===== src/rtl/ldpc_shift_scheduler.sv =====
// Walks one QC-LDPC base-matrix row through the pipelined circular shifter, skipping null entries
// and carrying column tags alongside the shifter latency. Define SCHED_PERF_EN to add the perf counters.
module ldpc_shift_scheduler #(
  parameter int unsigned MAXZ      = 81,
  parameter int unsigned SHIFT_LAT = 10,
  parameter int unsigned MAX_COLS  = 24,
  parameter int unsigned ADDR_W    = 10,
  localparam int unsigned SW       = $clog2(MAXZ),
  localparam int unsigned CW       = $clog2(MAX_COLS)
) (
  input  logic              clk,
  input  logic              rst,
  input  logic              start,
  input  logic [ADDR_W-1:0] row_base,
  input  logic [CW:0]       row_len,
  input  logic [SW:0]       z_size,
  input  logic              stall,
  output logic              tbl_rd_en,
  output logic [ADDR_W-1:0] tbl_addr,
  input  logic [CW-1:0]     tbl_col,
  input  logic [SW-1:0]     tbl_shift,
  output logic              sh_issue,
  output logic [SW-1:0]     sh_shift_val,
  output logic [CW-1:0]     sh_col,
  output logic              res_valid,
  output logic [CW-1:0]     res_col,
  output logic              busy,
  output logic              done,
  output logic              err_shift
`ifdef SCHED_PERF_EN
  ,
  output logic [15:0]       perf_issue_cnt,
  output logic [15:0]       perf_stall_cnt
`endif
);

  typedef enum logic [1:0] {IDLE, FETCH, DRAIN, DONE} state_t;

  state_t state, state_nxt;

  logic [ADDR_W-1:0]              base_q;
  logic [CW:0]                    len_q;
  logic [CW:0]                    rd_idx;
  logic [SW:0]                    z_q;
  logic                           rd_vld;
  logic                           skid_vld;
  logic [CW-1:0]                  skid_col;
  logic [SW-1:0]                  skid_shift;
  logic [SW-1:0]                  shift_hold;
  logic [SHIFT_LAT-1:0]           tag_vld;
  logic [SHIFT_LAT-1:0][CW-1:0]   tag_col;

  logic            accept;
  logic            rd_go;
  logic            last_rd;
  logic            pres_vld;
  logic [CW-1:0]   pres_col;
  logic [SW-1:0]   pres_shift;
  logic            pres_null;
  logic            pres_err;
  logic            drain_ok;

  // Entry presented to the issue stage: the skid register has priority over fresh table data
  assign pres_vld   = skid_vld | rd_vld;
  assign pres_col   = skid_vld ? skid_col : tbl_col;
  assign pres_shift = skid_vld ? skid_shift : tbl_shift;
  assign pres_null  = &pres_shift;
  assign pres_err   = !pres_null && ({1'b0, pres_shift} >= z_q);
  assign last_rd    = (rd_idx == len_q - (CW+1)'(1));
  assign drain_ok   = !pres_vld && (tag_vld[SHIFT_LAT-2:0] == '0);

  assign sh_issue     = pres_vld && !stall && !pres_null;
  assign sh_col       = sh_issue ? pres_col : '0;
  assign sh_shift_val = sh_issue ? (pres_err ? '0 : pres_shift) : shift_hold;
  assign tbl_rd_en    = rd_go;
  assign tbl_addr     = rd_go ? base_q + ADDR_W'(rd_idx) : '0;

  assign res_valid = tag_vld[SHIFT_LAT-1];
  assign res_col   = tag_col[SHIFT_LAT-1];

  always_ff @(posedge clk or posedge rst) begin
    if (rst) state <= IDLE;
    else     state <= state_nxt;
  end

  always_comb begin
    state_nxt = state;
    accept    = 1'b0;
    rd_go     = 1'b0;
    case (state)
      IDLE: begin
        if (start) begin
          accept    = 1'b1;
          state_nxt = (row_len == '0) ? DONE : FETCH;
        end
      end
      FETCH: begin
        if (!stall) begin
          rd_go = 1'b1;
          if (last_rd) state_nxt = DRAIN;
        end
      end
      DRAIN:   if (drain_ok) state_nxt = DONE;
      DONE:    state_nxt = IDLE;
      default: state_nxt = IDLE;
    endcase
  end

  always_ff @(posedge clk or posedge rst) begin
    if (rst) begin
      base_q     <= '0;
      len_q      <= '0;
      rd_idx     <= '0;
      z_q        <= '0;
      rd_vld     <= 1'b0;
      skid_vld   <= 1'b0;
      skid_col   <= '0;
      skid_shift <= '0;
      shift_hold <= '0;
      err_shift  <= 1'b0;
      busy       <= 1'b0;
      done       <= 1'b0;
    end else begin
      rd_vld <= rd_go;
      if (accept) begin
        base_q <= row_base;
        len_q  <= row_len;
        z_q    <= z_size;
        rd_idx <= '0;
      end else if (rd_go) begin
        rd_idx <= rd_idx + (CW+1)'(1);
      end
      // Returned data that cannot issue this cycle parks in the skid register
      if (rd_vld && (stall || skid_vld)) begin
        skid_vld   <= 1'b1;
        skid_col   <= tbl_col;
        skid_shift <= tbl_shift;
      end else if (!stall) begin
        skid_vld <= 1'b0;
      end
      if (sh_issue) shift_hold <= sh_shift_val;
      if (accept)                     err_shift <= 1'b0;
      else if (sh_issue && pres_err)  err_shift <= 1'b1;
      busy <= (state_nxt == FETCH) || (state_nxt == DRAIN);
      done <= (state_nxt == DONE);
    end
  end

  // Tag pipeline runs free so tags stay aligned with the shifter regardless of stall
  always_ff @(posedge clk or posedge rst) begin
    if (rst) begin
      tag_vld <= '0;
      tag_col <= '0;
    end else begin
      tag_vld <= {tag_vld[SHIFT_LAT-2:0], sh_issue};
      tag_col <= {tag_col[SHIFT_LAT-2:0], sh_col};
    end
  end

`ifdef SCHED_PERF_EN
  always_ff @(posedge clk or posedge rst) begin
    if (rst) begin
      perf_issue_cnt <= '0;
      perf_stall_cnt <= '0;
    end else if (accept) begin
      perf_issue_cnt <= '0;
      perf_stall_cnt <= '0;
    end else begin
      if (sh_issue && (perf_issue_cnt != 16'hFFFF))
        perf_issue_cnt <= perf_issue_cnt + 16'd1;
      if (busy && stall && (perf_stall_cnt != 16'hFFFF))
        perf_stall_cnt <= perf_stall_cnt + 16'd1;
    end
  end
`endif

endmodule


===== config.mk =====
export PLATFORM = sky130hd
export DESIGN_NAME = ldpc_shift_scheduler
export DESIGN_NICKNAME = d
export VERILOG_FILES = /design/src/rtl/ldpc_shift_scheduler.sv
export SDC_FILE = /design/constraint.sdc
export NUM_CORES = 1
export LEC_CHECK = 0
export ABC_CLOCK_PERIOD_IN_PS = 4600
export CORE_MARGIN = 3
export CORE_UTILIZATION = 40
export CTS_CLUSTER_DIAMETER = 40
export CTS_CLUSTER_SIZE = 8
export DETAILED_ROUTE_END_ITERATION = 6
export HOLD_SLACK_MARGIN = 0.1
export PLACE_DENSITY = 0.68
export SYNTH_ARGS = -nofsm -noshare
export SYNTH_HDL_FRONTEND = slang
export SYNTH_SLANG_ARGS = --single-unit

===== constraint.sdc =====
create_clock -name clk -period 4.6 [get_ports clk]
set_clock_uncertainty 0.2 [all_clocks]
set_input_delay 0.46 -clock clk [delete_from_list [all_inputs] [get_ports clk]]
set_output_delay 0.46 -clock clk [all_outputs]
set_load 0.05 [all_outputs]

# Yosys cells after proc, flatten, opt, wreduce, memory -nomap -nowiden
# Index checks and enable logic that the tools add are counted.
word_totals:
  reg_bits: 116
  input_bits: 40
  out_inout_bits: 33
  elab_cells: 76
classes:
  addsub: 3
  magnitude_cmp: 1
  eq_ne: 8
  n_mux: 22
  bitwise_logic: 1
  n_reduce_logical: 17
op_table:
  columns: ["op", "n"]
  rows:
  - ["7-bit 2-to-1 mux", 3]
  - ["6-bit 2-to-1 mux", 2]
  - ["10-bit by 6-bit adder with 10-bit output", 1]
  - ["10-bit 2-to-1 mux", 1]
  - ["2-bit 2-to-1 mux", 5]
  - ["5-bit 2-to-1 mux", 2]
  - ["9-bit zero test", 1]
  - ["2-bit == test (second input constant)", 4]
  - ["7-bit by 8-bit >= comparator with 1-bit output", 1]
  - ["1-bit 2-to-1 mux", 8]
  - ["2-bit case mux with 4 select lines", 1]
  - ["7-bit AND reduction", 1]
  - ["6-bit by 1-bit adder with 6-bit output (second input constant)", 1]
  - ["6-bit == test", 1]
  - ["1-bit logical AND", 6]
  - ["6-bit zero test", 1]
  - ["6-bit by 1-bit subtractor with 6-bit output (second input constant)", 1]
  - ["2-bit by 1-bit == test with 1-bit output (second input constant)", 2]
  - ["2-bit nonzero test", 2]
  - ["1-bit zero test", 3]
  - ["2-bit zero test", 1]
  - ["1-bit logical OR", 2]
  - ["2-bit by 1-bit != test with 1-bit output (second input constant)", 1]
  - ["1-bit OR", 1]

# Longest topological paths before layout
# Gate-level depths: netlist of the first run.
depth:
  ltp_word: 7
  ltp_mapped: 11
  mapped_depth_nobuf: 9

# Worst setup path after synthesis of the first run
# No wires, ideal clock.
synth_path:
  path_type: "register to output"
  from: "register skid_vld"
  to: "output port sh_shift_val[0]"
  arrival_ns: 3.440
  path_slack_ns: 0.500
  path_stages_with_launch: 12
  path_buffers: 3
  path_cell_list: "dfrtp_1 -> buf_2 -> buf_2 -> a21oi_1 -> inv_1 -> ha_1 -> a21o_1 -> a221o_1 -> a31oi_1 -> nor2_1 -> clkbuf_1 -> o31ai_1"
synth_between:
  elab_chain_len: 6
synth_lines:
  columns: ["element", "line", "source"]
  rows:
  - ["from (decl)", "46", "logic skid_vld;"]
  - ["from (signal assigned)", "116", "skid_vld <= 1'b0;"]
  - ["from (signal assigned)", "135", "skid_vld <= 1'b1;"]
  - ["from (signal assigned)", "139", "skid_vld <= 1'b0;"]
  - ["branches (longest 5 deep; another with 7-bit by 8-bit >= comparator with 1-bit output)", null, null]
  - ["7-bit 2-to-1 mux (*)", "74", "assign sh_shift_val = sh_issue ? (pres_err ? '0 : pres_shift) : shift_hold;"]
  - ["to (decl)", "23", "output logic [SW-1:0] sh_shift_val,"]
# Mark *: on every way between the ends.

# Worst setup path in the final report of the first run
layout_path:
  from: "register skid_vld"
  to: "output port sh_shift_val[4]"
# The elaborated chain is that of the path after synthesis.

==> results.yml, run 1 <==
floorplanning:
  die_height_um: 114
  floorplan.initialDensity_pct: 42.1
  std_cell_rows: 38
  floorplan.die_area_um2: 13000
  horizontal_die_dimension_um: 114
  core_um2: 11100
  num_io_pins: 73
clock_network:
  cts_sinks: 116
  clk-insertion-delay-late_ns: 0.39
  cts_made_buffers: 17
  ctsHtreeMaxLevel: 4
  post_cts.resized_instances: 0
  clkSlewWorstSetupHoldPaths_ns: 0.05
  ctsRootBufferMaster: "sky130_fd_sc_hd__clkbuf_16"
  ctsLongestPathBuffers: 2
  clock_tree_from_tritoncts: "yes"
  post-cts-setup-buffers: 0
  cts_hold_repair.buffers: 0
route:
  totalWireLength_um: 9200
  detailedRoute.firstIterationViolations: 156
  route.detailed.drc: 0
  post_dr_vias_cell: 5.05
  route.antenna.remaining_nets: 0
  drt_pre_antenna_iters: 4
  via_count: 2993
  post_drt_wl_per_cell_um: 15.5
pwr:
  power.ir.vdd_worst_mv: 0.663
  switching_power_mw: 1.69
  clkPwrFrac_pct: 28.9
  intPower_mw: 2.99
  power_switching_share_pct: 36.2
  power-per-cell-area_nw_per_um2: 766
  p_comb_share_pct: 37.2
  power_frac_seq_pct: 33.9
  power.leakage_nw: 2.76
flow_run:
  max-cap-violations: 0
setup_path:
  path_delay_family: "compound AO/OA/AOI/OAI gates"
  crit_path_top_cell_by_count: "sky130_fd_sc_hd__buf_4"
  criticalPathCategory: "register to output port"
  crit_path_max_fanout: 14
  endpoint_type_of_the_worst_setup_path: "output port"
  path_cells: "buf_4 > nor2b_1 > a21oi_1 > inv_1 > ha_1 > a21o_1 > a221o_1 > a31oi_1 > nor2_1 > o31ai_1 > buf_4"
  worst_ep_required_time_ns: 3.94
  cp_num_cells: 11
  arrival_time_reported_for_the_critical_path_endpoint_ns: 3.61
  cp-start-kind: "register"
  crit_buf_inv: 3
  timing.critical_path.slowest_stage_cell: "sky130_fd_sc_hd__dfrtp_1"
  cpPeakStageDelay_ns: 0.53
  ff2ff_path_depth: 10
global_route:
  grt-ovfl-total: 0
  first_global_vias: 3189
  grt.total_usage_pct: 15.4
  grt_max_degree: 82
  antenna_found_initial: 0
  grt_first_pass_wirelength_um: 15700
worst_hold_path:
  hold-path-cell-count: 0
  worstHoldPathType: "register to register"
place:
  placement.cell_area_um2: 5510
  place_congestion: 0.841
  post-dp-hpwl_um: 6300
  placement.io_buffers: 72
finish:
  final_instance_area_um2: 6120
  antenna_cells_inserted: 0
  layout-drive-gt1-share_pct: 18.1
  layout.cells.most_common: "sky130_fd_sc_hd__dfrtp_1"
  mostFrequentLayoutCells: "sky130_fd_sc_hd__dfrtp_1, sky130_fd_sc_hd__clkdlybuf4s50_1, sky130_fd_sc_hd__mux2_2, sky130_fd_sc_hd__nor2_1, sky130_fd_sc_hd__o21ai_0"
  layout-area-overhead-vs-synth_pct: 30.7
  nets: 499
sta:
  setup_viol: 0
  setup_tns_ns: 0
  final.min_clock_period_ns: 4.27
  timing.final.crit_share_pct: 92.8
  timing.fmax_mhz: 234
  grt_setup_unrepaired: "no"
  timing.final.max_slew_violations: 0
  hold_violations: 0
  worst_slew_slack_as_a_fraction_of_its_limit_pct: 18.2
  timing_worst_slew_pin_value_ns: 1.22
synthesis:
  yosys_register_bits: 116
  yosysUniqueCellTypes: 42
  synth_cells: 363
  synthesis.area_per_instance_um2: 12.9
  synth_top_flop_cell: "sky130_fd_sc_hd__dfrtp_1"
  synth_seq_area_share_pct: 62.0
  synth_warnings: 0
  synthesis.area_um2: 4680
  synthesis.nets: 420
  synth_edf_count: 0
  asyncSetResetFlopFracSynth_pct: 100
run_status:
  status: "finished, final reports clean"
[state kept, by name, indices dropped and copies added, names as in the netlist, 6 cells and up]
register / cells
base_q: 10
len_q: 6
rd_idx: 6
shift_hold: 7
skid_shift: 7
tag_col: 45
tag_vld: 10
z_q: 8
[stage by stage]
| step | cells | total power, mW | utilization [%] | hold WS [ns] | setup slack [ns] |
|---|---|---|---|---|---|
| detailed placement | 563 | 3.35 | 49.5 | 0.135 | 0.526 |
| floorplan | 363 | 2.86 | - | 0.131 | 0.500 |
| finish | 593 | 4.69 | 55.0 | 0.140 | 0.331 |
| global placement | 563 | 3.29 | 49.5 | 0.132 | 0.653 |
| global route | 593 | 4.98 | 55.0 | 0.147 | 0.130 |
| CTS | 593 | 4.74 | 55.0 | 0.142 | 0.309 |
[worst register-to-register path, stage by stage (launching register included)]
cell                      delay [ns]
sky130_fd_sc_hd__dfrtp_1        0.53
sky130_fd_sc_hd__buf_4          0.28
sky130_fd_sc_hd__nor2b_1        0.08
sky130_fd_sc_hd__a21oi_1        0.29
sky130_fd_sc_hd__inv_1          0.08
sky130_fd_sc_hd__ha_1           0.29
sky130_fd_sc_hd__and3_1         0.18
sky130_fd_sc_hd__a221o_1        0.14
sky130_fd_sc_hd__a31oi_1        0.05
sky130_fd_sc_hd__nor2_1         0.72
sky130_fd_sc_hd__o31ai_1        0.19
[power groups by stage]
stage / logic, mW / registers [mW] / clock network (mW)
final: 1.74 / 1.59 / 1.36
after global routing: 1.91 / 1.63 / 1.44
after CTS: 1.76 / 1.59 / 1.39
after detailed placement: 1.74 / 1.60 / 0
after global placement: 1.70 / 1.59 / 0
after floorplan: 1.31 / 1.55 / 0
[Yosys cell counts (5+ instances only)]
master | number | area, µm²
sky130_fd_sc_hd__a21oi_1 | 7 | 35.0
sky130_fd_sc_hd__buf_2 | 5 | 25.0
sky130_fd_sc_hd__buf_4 | 5 | 37.5
sky130_fd_sc_hd__clkbuf_1 | 6 | 22.5
sky130_fd_sc_hd__dfrtp_1 | 116 | 2900
sky130_fd_sc_hd__ha_1 | 16 | 200
sky130_fd_sc_hd__inv_1 | 12 | 45.0
sky130_fd_sc_hd__mux2_2 | 32 | 360
sky130_fd_sc_hd__mux2i_1 | 7 | 70.1
sky130_fd_sc_hd__nand2_1 | 18 | 67.6
sky130_fd_sc_hd__nand2b_1 | 5 | 31.3
sky130_fd_sc_hd__nor2_1 | 23 | 86.3
sky130_fd_sc_hd__nor3_1 | 5 | 25.0
sky130_fd_sc_hd__o21ai_0 | 23 | 115
sky130_fd_sc_hd__o31ai_1 | 15 | 113
sky130_fd_sc_hd__xnor2_1 | 8 | 70.1
sky130_fd_sc_hd__xor2_1 | 9 | 78.8
[final cells by class]
class	count	area, µm²
clock inverter	11	159
inverter	13	58.8
tap	140	175
timing repair buffer	77	741
sequential	116	2900
clock buffer	19	453
multi-input combinational	217	1630
fill	972	5000
[final timing paths]
check / from / to / slack (ns)
max: skid_vld$_DFFE_PP0P_ / sh_shift_val[4] / 0.33
min: tag_col[5]$_DFF_PP0_ / tag_col[10]$_DFF_PP0_ / 0.14
max reg2reg: skid_vld$_DFFE_PP0P_ / shift_hold[1]$_DFFE_PP0P_ / 1.40
min reg2reg: tag_col[5]$_DFF_PP0_ / tag_col[10]$_DFF_PP0_ / 0.14
max in group asynchronous: rst / err_shift$_DFFE_PP0P_ / 2.91
min in group asynchronous: rst / base_q[6]$_DFFE_PP0P_ / 0.45
[routing by layer]
metal | routed length (µm) | track usage, % | up-vias
met5 | 0 | 0 | -
met4 | 97 | 5.30 | 0
met3 | 444 | 4.55 | 9
met2 | 4510 | 24.9 | 71
met1 | 4150 | 20.0 | 1482
li1 | - | - | 1431
[cells by family (layout without fill, tap and decap cells)]
kind of cell / count (synthesis) / count (layout) / share of synthesized area, %
muxes: 39 / 39 / 9.19
DFF: 116 / 116 / 62.0
and+or+nand+nor: 80 / 80 / 8.90
buffers and inverters: 30 / 120 / 3.26
xor gates and xnor gates: 17 / 17 / 3.18
AOI/OAI and AO/OA: 64 / 64 / 8.77
adders and majority gates: 17 / 17 / 4.70
(Power assumes the default switching activity.)
==> inputs of run 2 (changes only) <==
--- a/config.mk
+++ b/config.mk
@@ -8,11 +8,9 @@
 export ABC_CLOCK_PERIOD_IN_PS = 4600
 export CORE_MARGIN = 3
 export CORE_UTILIZATION = 40
-export CTS_CLUSTER_DIAMETER = 40
 export CTS_CLUSTER_SIZE = 8
 export DETAILED_ROUTE_END_ITERATION = 6
 export HOLD_SLACK_MARGIN = 0.1
-export PLACE_DENSITY = 0.68
 export SYNTH_ARGS = -nofsm -noshare
 export SYNTH_HDL_FRONTEND = slang
 export SYNTH_SLANG_ARGS = --single-unit
==> run 2 against run 1 <==
  * Critical path depth is 1 lower
  * Hold slack improved by 0.0026 ns
  * Register-to-register slack gained 0.10 ns
  * Sequential power is essentially flat
  * Global-route usage is 0.15 points lower
  * First-iteration DRC count shrank 13%
  * Largest cell class unchanged
  * Highest routed layer unchanged
  * Flip-flop and latch count stayed put
  * Cell area increased by 0.45%
  * Sequential share of layout area is 0.21 points lower
==> results.yml, run 2 (synthesis gave the netlist of run 1 again) <==
floorplanning:
  die_height_um: 114
  std_cell_rows: 38
  num_io_pins: 73
  floorplan.initialDensity_pct: 42.1
  horizontal_die_dimension_um: 114
  floorplan.die_area_um2: 13000
  core_um2: 11100
setup_path:
  arrival_time_reported_for_the_critical_path_endpoint_ns: 3.50
  cp-start-kind: "register"
  crit_path_max_fanout: 14
  crit_path_top_cell_by_count: "sky130_fd_sc_hd__buf_4"
  worst_ep_required_time_ns: 3.94
  path_cells: "buf_4 > a21oi_1 > inv_1 > ha_1 > a21o_1 > a221o_1 > a31oi_1 > nor2_1 > o31ai_1 > buf_4"
  endpoint_type_of_the_worst_setup_path: "output port"
  cpPeakStageDelay_ns: 0.51
  timing.critical_path.slowest_stage_cell: "sky130_fd_sc_hd__dfrtp_1"
  criticalPathCategory: "register to output port"
  worst-r2r-setup-slack_ns: 1.50
sta:
  fin_ws_ns: 0.442
  hold_violations: 0
  worst_slew_slack_as_a_fraction_of_its_limit_pct: 18.7
  hold-worst-slack_ns: 0.143
  setup_viol: 0
  timing.fmax_mhz: 240
  setup_tns_ns: 0
  timing.final.max_slew_violations: 0
  grt_setup_unrepaired: "no"
  timing_worst_slew_pin_value_ns: 1.21
  final.min_clock_period_ns: 4.16
  timing.final.crit_share_pct: 90.4
clock_network:
  post_cts.resized_instances: 0
  cts_made_buffers: 17
  ctsRootBufferMaster: "sky130_fd_sc_hd__clkbuf_16"
  clk-insertion-delay-late_ns: 0.40
  cts_hold_repair.buffers: 0
  ctsLongestPathBuffers: 2
  clkSlewWorstSetupHoldPaths_ns: 0.05
  clock_tree_from_tritoncts: "yes"
  cts_sinks: 116
  ctsHtreeMaxLevel: 4
  post-cts-setup-buffers: 0
flow_run:
  max-cap-violations: 0
finish:
  layout-drive-gt1-share_pct: 17.7
  layout.cells.most_common: "sky130_fd_sc_hd__dfrtp_1"
  largest_register: "tag_col"
  instances_no_fill: 592
  largest_register_ff_count: 45
  layout-area-overhead-vs-synth_pct: 31.3
  ff_latch_area_um2: 2900
  fillers: 941
  antenna_cells_inserted: 0
  largestRegisters: "tag_col: 45 flops, base_q: 10 flops, tag_vld: 10 flops"
  multi_input_area_um2: 1630
  final_instance_area_um2: 6150
  final_core_util_pct: 55.3
  nets: 498
  mostFrequentLayoutCells: "sky130_fd_sc_hd__dfrtp_1, sky130_fd_sc_hd__clkdlybuf4s50_1, sky130_fd_sc_hd__mux2_2, sky130_fd_sc_hd__nor2_1, sky130_fd_sc_hd__o21ai_0"
route:
  totalWireLength_um: 9050
  via_count: 2970
  route.antenna.remaining_nets: 0
  post_drt_wl_per_cell_um: 15.3
  post_dr_vias_cell: 5.02
  route.detailed.drc: 0
  drt_pre_antenna_iters: 4
  detailedRoute.firstIterationViolations: 135
global_route:
  grt-ovfl-total: 0
  top_usage_layer_grt: "met2"
  first_global_vias: 3140
  grt.total_usage_pct: 15.3
  antenna_found_initial: 0
  global_route_track_usage_on_met3_pct: 5.55
  grtUsageMet2_pct: 24.9
  grt_first_pass_wirelength_um: 15300
  grt_max_degree: 58
  grt.met1_usage_pct: 19.1
run_status:
  status: "finished, final reports clean"
pwr:
  power.ir.vdd_worst_mv: 0.626
  power_mw: 4.76
  power.leakage_nw: 2.76
  power-per-cell-area_nw_per_um2: 774
place:
  place_congestion: 0.776
  placement.io_buffers: 72
  pre_cts_setup_slack_ns: 0.628
  numPlacedInstances: 562
  placement.cell_area_um2: 5500
  post-dp-hpwl_um: 6180
worst_hold_path:
  worstHoldPathType: "register to register"
==> run 2: final timing paths <==
kind                                            start                        end  cells past startpoint
worst max-delay path             skid_vld$_DFFE_PP0P_            sh_shift_val[0]                     10
worst min-delay path            tag_col[34]$_DFF_PP0_      tag_col[39]$_DFF_PP0_                      0
worst max register to register   skid_vld$_DFFE_PP0P_  shift_hold[1]$_DFFE_PP0P_                      8
worst min register to register  tag_col[34]$_DFF_PP0_      tag_col[39]$_DFF_PP0_                      0
max in group asynchronous                         rst    skid_col[0]$_DFFE_PP0P_                      3
min in group asynchronous                         rst      tag_col[37]$_DFF_PP0_                      2
==> run 2: layout make-up <==
cell class                      count  share of cell area (%)
Clock inverter                      9                    2.87
Sequential cell                   116                    47.2
Timing Repair Buffer               76                    11.9
Tap cell                          140                    2.85
Inverter                           13                   0.956
Clock buffer                       21                    7.65
Multi-Input combinational cell    217                    26.5
==> run 2: layer usage <==
layer / share of wire [%] / wire [µm]
met1: 44 / 3990
met2: 49 / 4470
met3: 5.4 / 493
met4: 1.0 / 91
met5: 0 / 0
==> run 2: where the power goes <==
group / internal, mW / leakage, nW / switching, mW / total (mW)
Sequential: 1.37 / 1.46 / 0.223 / 1.59
Combinational: 0.700 / 0.991 / 1.04 / 1.74
Clock: 0.997 / 0.315 / 0.433 / 1.43
Total: 3.06 / 2.76 / 1.70 / 4.76
==> run 2: worst max-delay path: cells and delay by family, from the launching register on <==
family                     cells  cell delay (ns)
DFF                            1             0.51
AOI/OAI and AO/OA              5             1.44
adders and majority gates      1             0.29
and+or+nand+nor                1             0.23
buffers and inverters          3             0.61
